**config.mk**
```make
export PLATFORM = sky130hd
export DESIGN_NAME = w_fetch_unit
export DESIGN_NICKNAME = d
export VERILOG_FILES = /design/src/rtl/w_fetch_unit.sv
export SDC_FILE = /design/constraint.sdc
export NUM_CORES = 1
export LEC_CHECK = 0
export CAP_MARGIN = 20
export CORE_ASPECT_RATIO = 0.6
export CORE_MARGIN = 2
export CORE_UTILIZATION = 43
export CTS_CLUSTER_DIAMETER = 60
export CTS_CLUSTER_SIZE = 16
export DETAILED_ROUTE_END_ITERATION = 7
export PLACE_DENSITY = 0.89
export SETUP_SLACK_MARGIN = 0.3
export SLEW_MARGIN = 30
export SYNTH_ARGS = -nofsm -noshare
export SYNTH_HDL_FRONTEND = slang
export SYNTH_SLANG_ARGS = --single-unit
export TNS_END_PERCENT = 20
```
**constraint.sdc**
```tcl
create_clock -name i_clk -period 2.75 [get_ports i_clk]
set_input_delay 0.4125 -clock i_clk [delete_from_list [all_inputs] [get_ports i_clk]]
set_output_delay 0.4125 -clock i_clk [all_outputs]
set_load 0.1 [all_outputs]
```
**src/rtl/w_fetch_unit.sv**
```systemverilog
// w_fetch_unit: reads one ROWS-word weight tile from 1-cycle-latency SRAM
// and streams it into the systolic array weight chain. A tile pointer
// advances by ROWS per completed tile and wraps back to the base address
// after a configurable number of tiles.
module w_fetch_unit #(
  parameter int ROWS   = 8,
  parameter int DATA_W = 8,
  parameter int ADDR_W = 16
) (
  input  logic                     i_clk,
  input  logic                     i_rst,
  input  logic                     i_w_read,
  input  logic                     i_clr_w,
  input  logic [ADDR_W-1:0]        i_cfg_base,
  input  logic [7:0]               i_cfg_tiles,
  output logic                     o_mem_rd_en,
  output logic [ADDR_W-1:0]        o_mem_addr,
  input  logic [ROWS*DATA_W-1:0]   i_mem_rdata,
  output logic                     o_w_shift_en,
  output logic [ROWS*DATA_W-1:0]   o_w_data,
  output logic                     o_w_done,
  output logic                     o_busy
);

  typedef enum logic [1:0] {
    S_IDLE  = 2'd0,
    S_FETCH = 2'd1,
    S_LAST  = 2'd2,
    S_DONE  = 2'd3
  } state_t;

  localparam int               CNT_W    = (ROWS > 1) ? $clog2(ROWS) : 1;
  localparam logic [CNT_W-1:0] LAST_ROW = CNT_W'(ROWS - 1);
  localparam logic [ADDR_W-1:0] ROW_STEP = ADDR_W'(ROWS);

  state_t              r_state;
  state_t              w_next_state;
  logic [CNT_W-1:0]    r_row_cnt;
  logic [ADDR_W-1:0]   r_ptr;
  logic [ADDR_W-1:0]   r_base;
  logic [ADDR_W-1:0]   r_mem_addr;
  logic [7:0]          r_tile_idx;
  logic                r_shift_en_p1;
  logic [7:0]          w_last_idx;
  logic                w_last_row;

  // cfg_tiles of 0 wraps naturally to 255 in 8-bit arithmetic, i.e. 256 tiles.
  assign w_last_idx = i_cfg_tiles - 8'd1;
  assign w_last_row = (r_row_cnt == LAST_ROW);

  // State register
  always_ff @(posedge i_clk) begin
    if (i_rst) begin
      r_state <= S_IDLE;
    end else begin
      r_state <= w_next_state;
    end
  end

  // Next-state logic; a clear aborts any tile, but a clear together with a
  // request in IDLE still starts the tile (from the freshly loaded base).
  always_comb begin
    w_next_state = r_state;
    case (r_state)
      S_IDLE:  if (i_w_read) w_next_state = S_FETCH;
      S_FETCH: if (w_last_row) w_next_state = S_LAST;
      S_LAST:  w_next_state = S_DONE;
      S_DONE:  w_next_state = S_IDLE;
      default: w_next_state = S_IDLE;
    endcase
    if (i_clr_w && (r_state != S_IDLE)) begin
      w_next_state = S_IDLE;
    end
  end

  // Moore outputs decoded from the current state
  always_comb begin
    o_mem_rd_en = (r_state == S_FETCH);
    o_w_done    = (r_state == S_DONE);
    o_busy      = (r_state != S_IDLE);
  end

  // Pointer, tile counter, row counter and read address bookkeeping
  always_ff @(posedge i_clk) begin
    if (i_rst) begin
      r_ptr         <= '0;
      r_base        <= '0;
      r_tile_idx    <= '0;
      r_row_cnt     <= '0;
      r_mem_addr    <= '0;
      r_shift_en_p1 <= 1'b0;
    end else begin
      // Read data returns one cycle after the read; a clear cancels the
      // shift of the word still in flight.
      r_shift_en_p1 <= o_mem_rd_en && !i_clr_w;
      if (i_clr_w) begin
        r_base     <= i_cfg_base;
        r_ptr      <= i_cfg_base;
        r_tile_idx <= '0;
        r_row_cnt  <= '0;
        if ((r_state == S_IDLE) && i_w_read) begin
          r_mem_addr <= i_cfg_base;
        end
      end else begin
        case (r_state)
          S_IDLE: begin
            r_row_cnt <= '0;
            if (i_w_read) r_mem_addr <= r_ptr;
          end
          S_FETCH: begin
            // Address holds at the last row so it stays stable outside FETCH.
            if (!w_last_row) begin
              r_row_cnt  <= r_row_cnt + CNT_W'(1);
              r_mem_addr <= r_mem_addr + ADDR_W'(1);
            end
          end
          S_DONE: begin
            if (r_tile_idx == w_last_idx) begin
              r_ptr      <= r_base;
              r_tile_idx <= '0;
            end else begin
              r_ptr      <= r_ptr + ROW_STEP;
              r_tile_idx <= r_tile_idx + 8'd1;
            end
          end
          default: ;
        endcase
      end
    end
  end

  assign o_mem_addr   = r_mem_addr;
  assign o_w_shift_en = r_shift_en_p1;
  assign o_w_data     = i_mem_rdata;

endmodule

```
**Word level (Yosys, flattened, before mapping)**

Index checks and enable logic that the tools add are counted.

- $add $sub $neg: 5
- $mul: 0
- Div/mod/pow operators: 0
- Order comparisons: 0
- Equality and inequality tests: 11
- Shift operators: 0
- Muxes and demuxes: 14
- Bitwise logic cells: 0
- Reduce and logical (&&, ||, !) cells: 14

Operators with widths:

| operator | number |
|---|---|
| 2-to-1 mux 16 bit | 7 |
| one-hot mux 16 bit (2 select lines) | 1 |
| adder 16 x 1 -> 16 bit, second input constant | 1 |
| adder 16 x 4 -> 16 bit, second input constant | 1 |
| adder 8 x 1 -> 8 bit, second input constant | 1 |
| equality test 8 bit | 1 |
| 2-to-1 mux 8 bit | 1 |
| one-hot mux 2 bit (4 select lines) | 1 |
| subtractor 8 x 1 -> 8 bit, second input constant | 1 |
| inequality test 3 bit, second input constant | 2 |
| one-hot mux 3 bit (2 select lines) | 1 |
| nonzero test 2 bit | 3 |
| equality test 2 bit, second input constant | 2 |
| 2-to-1 mux 2 bit | 2 |
| inequality test 2 x 1 -> 1 bit, second input constant | 2 |
| inequality test 2 bit, second input constant | 2 |
| AND reduction 2 bit | 2 |
| AND reduction 4 bit | 1 |
| OR reduction 2 bit | 2 |
| adder 3 x 1 -> 3 bit, second input constant | 1 |
| equality test 3 bit, second input constant | 1 |
| logical AND 1 bit | 3 |
| 2-to-1 mux 3 bit | 1 |
| nonzero test 3 bit | 1 |
| other kinds (3) | 3 |

- Bits in registers: 62
- Bits in latches: 0
- RAM bits: 0
- ROM bits: 0
- Bits of input ports: 92
- Output and inout port bits: 84
- Logic and storage cells: 51
- Memories kept: 0

**Longest topological paths before layout**

- Depth in word-level cells: 5
- Depth in mapped cells: 11
- Gate-level depth less buffers: 9

**Worst setup path after synthesis**

No wires, ideal clock.

- Path type: register to register
- Start: register r_state[1]
- End: register r_mem_addr[7], in the netlist o_mem_addr[7]
- Library setup time: 78 ps
- Arrival time: 2,900 ps
- Slack: -228 ps
- Stages on the path, launching flop included: 11
- Cells stage by stage: dfxtp_1 inv_1 ha_1 buf_2 inv_1 nor2_1 nor2_1 a211oi_1 clkbuf_1 nor2_1 nor3_1

- Elaborated cells between the ends (all ways): 10
- Those cells by class: eq/ne: 4; mux: 2; reduce/logical: 4

RTL lines:

| item | RTL line | RTL |
|---|---|---|
| start, declared | 36 | `state_t r_state;` |
| start signal, assigned | 56 | `r_state <= w_next_state;` |
| equality test 2 x 1 -> 1 bit (*) | - |  |
| named net o_mem_rd_en | 16 | `output logic o_mem_rd_en,` |
| inequality test 3 bit (no source line), or another cell as far along | - |  |
| AND reduction 4 bit (no source line) or 2-to-1 mux 16 bit (tied branches) | - |  |
| end signal, assigned | 102 | `r_mem_addr <= i_cfg_base;` |
| end signal, assigned | 108 | `if (i_w_read) r_mem_addr <= r_ptr;` |
| end signal, assigned | 114 | `r_mem_addr <= r_mem_addr + ADDR_W'(1);` |
| end, declared | 41 | `logic [ADDR_W-1:0] r_mem_addr;` |

The timed path passes the listed nets; every way through them passes the cells marked *.
A chain may end at the register's enable or synchronous reset.

**Worst setup path in the final report**

- Start: input port i_cfg_tiles[3]
- End: register r_tile_idx[0]

- Longest elaborated chain between the ends: 3

Ends and longest elaborated chain:

| item | RTL line | RTL |
|---|---|---|
| start, declared | 15 | `input logic [7:0] i_cfg_tiles,` |
| subtractor 8 x 1 -> 8 bit | 48 | `assign w_last_idx = i_cfg_tiles - 8'd1;` |
| equality test 8 bit | 118 | `if (r_tile_idx == w_last_idx) begin` |
| 2-to-1 mux 8 bit | 118 |  |
| end signal, assigned | 123 | `r_tile_idx <= r_tile_idx + 8'd1;` |
| end, declared | 42 | `logic [7:0] r_tile_idx;` |

Every way passes these cells.

==> results.json <==
{
  "hold_path.class": "flip-flop to flip-flop",
  "initial_core_util": 0.449,
  "netlist_area_sq_um": 4170,
  "final-hold-violation-count": 0,
  "synthTopCellsByArea": "dfxtp_1 30%, buf_4 12%, a211oi_1 5.6%, nor2_1 5.6%, mux2i_1 5.3%",
  "overflow": 0,
  "wl_mm": 10.7,
  "synth_common_cells": "65 x buf_4, 62 x dfxtp_1, 62 x nor2_1, 31 x a211oi_1",
  "maxSlewViolCount": 0,
  "clkSlewWorstSetupHoldPaths_ns": 0.05,
  "num_vias": 3799,
  "fmax_ghz": 0.422,
  "synthCells": 521,
  "path_max_fanout": 8,
  "rsz0062_at_grt": "no",
  "synth_cell_types": 50,
  "vdd_ir_drop_max_v": 0.000893,
  "cts_tree": "done",
  "cts_buffers": 9,
  "cp.arrival_ns": 2.63,
  "cts_setup_buffers": 0,
  "yosysSeqAreaShare": 0.298,
  "track_usage": 0.209,
  "gp_congestion": 0.884,
  "final_cells": 635,
  "synth-seq-cells": 62,
  "slew_headroom": 0.649,
  "areaGrowthSynthToFinish_pct": 11.4,
  "fp.coreArea_sq_um": 9290,
  "drt_pass1_iterations": 5,
  "finalNetCount": 603,
  "num_antenna_cells": 0,
  "layout_setup_ws_ns": 0.382,
  "ys_async_sr_fraction": 0,
  "synth_top_area_cell": "dfxtp_1",
  "synth.net_count": 623,
  "yosysMostFrequentCell": "buf_4",
  "dieHeight_um": 80.3,
  "worstMarginPinSlew_ns": 0.526,
  "wl_per_cell_um": 16.9,
  "p_leak_nw": 1.79,
  "drcViolationCount": 0,
  "grt_max_degree": 31,
  "port_buffers": 47,
  "rows": 27,
  "root_buffer": "clkbuf_16",
  "synth_edf_count": 0,
  "hold_buffers": 0,
  "max-cap-violations": 0,
  "clock_skew_ns": 0.00541,
  "period_minus_slack_ns": 2.37,
  "status": "finished, final reports clean",
  "die-area_sq_um": 10500,
  "clockBufferDepth": 2,
  "worst_ep_required_time_ns": 3.02,
  "synth_ff_type": "dfxtp_1",
  "end_kind": "flip-flop",
  "antenna_found_initial": 0,
  "h-tree-depth": 3,
  "cp-start-kind": "primary input",
  "grt_pass1_wl_mm": 17.7,
  "drive_above_1_share": 0.149,
  "dp_hpwl_mm": 7.70,
  "drt_first_iter_violations": 275,
  "grt_pass1_vias": 3628,
  "setup_viol": 0,
  "vias_per_cell": 5.98,
  "yosysTopAreaCellShare": 0.298,
  "fillers": 860,
  "fin_util": 0.500,
  "p_per_area_nw_per_um2": 949,
  "finalCritPeriodShare": 0.861,
  "clock_sinks": 62,
  "yosysWarnings": 0,
  "io_pins": 176,
  "ant_nets": 0,
  "die_w_um": 131,
  "clkLatencyLatePin_ns": 0.33,
  "pre_cts_slack_ns": -0.143,
  "critPathKind": "primary input to flip-flop",
  "synth.avg_cell_area_sq_um": 8.00,
  "placedCellCount": 620
}
[flip-flops by register name (all words and copies together) (netlist names)]
register and count:
o_mem_addr 16, r_state 2, o_w_shift_en 1, r_row_cnt 3, r_base 16, r_ptr 16
r_tile_idx 8
[cell families (layout without fill, tap and decap cells)]
group	after synthesis	count (layout)	synth area share
simple gates	165	165	0.194
compound gates	125	125	0.207
xor+xnor	28	28	0.0588
flops	62	62	0.298
buf+inv	109	93	0.160
fa+ha+maj	10	10	0.0300
mux	22	22	0.0528
[through the flow]
stage | hold slack, ns | power [mW] | area (sq um) | setup TNS (ns)
final | 0.476 | 4.41 | 4640 | 0
after global routing | 0.506 | 4.64 | 4640 | 0
after CTS | 0.473 | 4.40 | 4550 | 0
after detailed placement | 0.466 | 3.41 | 4290 | -0.490
after global placement | 0.455 | 3.34 | 4290 | -0.0242
after floorplan | 0.445 | 3.34 | 4190 | 0
[per-layer routing]
| layer | wire (um) | share of wire | GRT usage | vias to the layer above |
|---|---|---|---|---|
| li1 | - | - | - | 1753 |
| met1 | 4770 | 0.44 | 0.269 | 1827 |
| met4 | 196 | 0.018 | 0.0815 | 0 |
| met5 | 0 | 0 | 0 | - |
| met2 | 4760 | 0.44 | 0.315 | 196 |
| met3 | 1020 | 0.095 | 0.0833 | 23 |
[final timing paths]
kind / startpoint / to / slack [ns] / depth (start not counted)
worst max-delay path: i_cfg_tiles[3] / r_tile_idx[0] / 0.38 / 9
worst min-delay path: r_base[14] / r_base[14] / 0.48 / 2
worst max register to register: r_state[1] / o_mem_addr[5] / 0.60 / 8
worst min register to register: r_base[14] / r_base[14] / 0.48 / 2
[area by class of cell]
cell class	instances	area, sq um	share of cell area
inverter	13	52.6	0.0113
clock inverter	2	10.0	0.00216
multi-input combinational	350	2360	0.509
tap	130	163	0.0350
clock buffer	13	240	0.0517
timing repair buffer	65	573	0.123
sequential	62	1240	0.267
[where the power goes]
group	internal, mW	total (mW)	switching (mW)	leakage [nW]
sequential	1.05	1.26	0.204	0.510
clock	0.601	0.984	0.383	0.123
combinational	0.585	2.17	1.58	1.15
[worst max-delay path, cell delays in order]
cell and delay, ns:
clkdlybuf4s50_1 0.52, or4_1 0.46, a211oi_2 0.27, a211oi_2 0.08, o211ai_2 0.11, nor2_4 0.07
buf_6 0.14, or3b_2 0.44, a21oi_1 0.12
[cell usage in the layout, fill, tap and decap left out, drive strengths merged, types with 5 or more instances in the layout]
master         instances
a211oi                31
nor3                  15
o211ai                 7
nand2                 23
and3                  13
dfxtp                 62
clkdlybuf4s50         22
inv                   12
a31oi                  9
nor2                  63
a21oi                 23
mux2i                 22
xor2                  14
nand3                 19
o31a                   5
clkbuf                13
buf                   40
nand2b                 9
o21ai                 16
ha                    10
a22oi                  6
xnor2                 14
[repair_timing]
item,CTS,global route
resized for setup,2,20
endpoints found under the setup margin,4,22
pin swaps,1,9
Note: power is estimated with default switching activity, not from simulation.
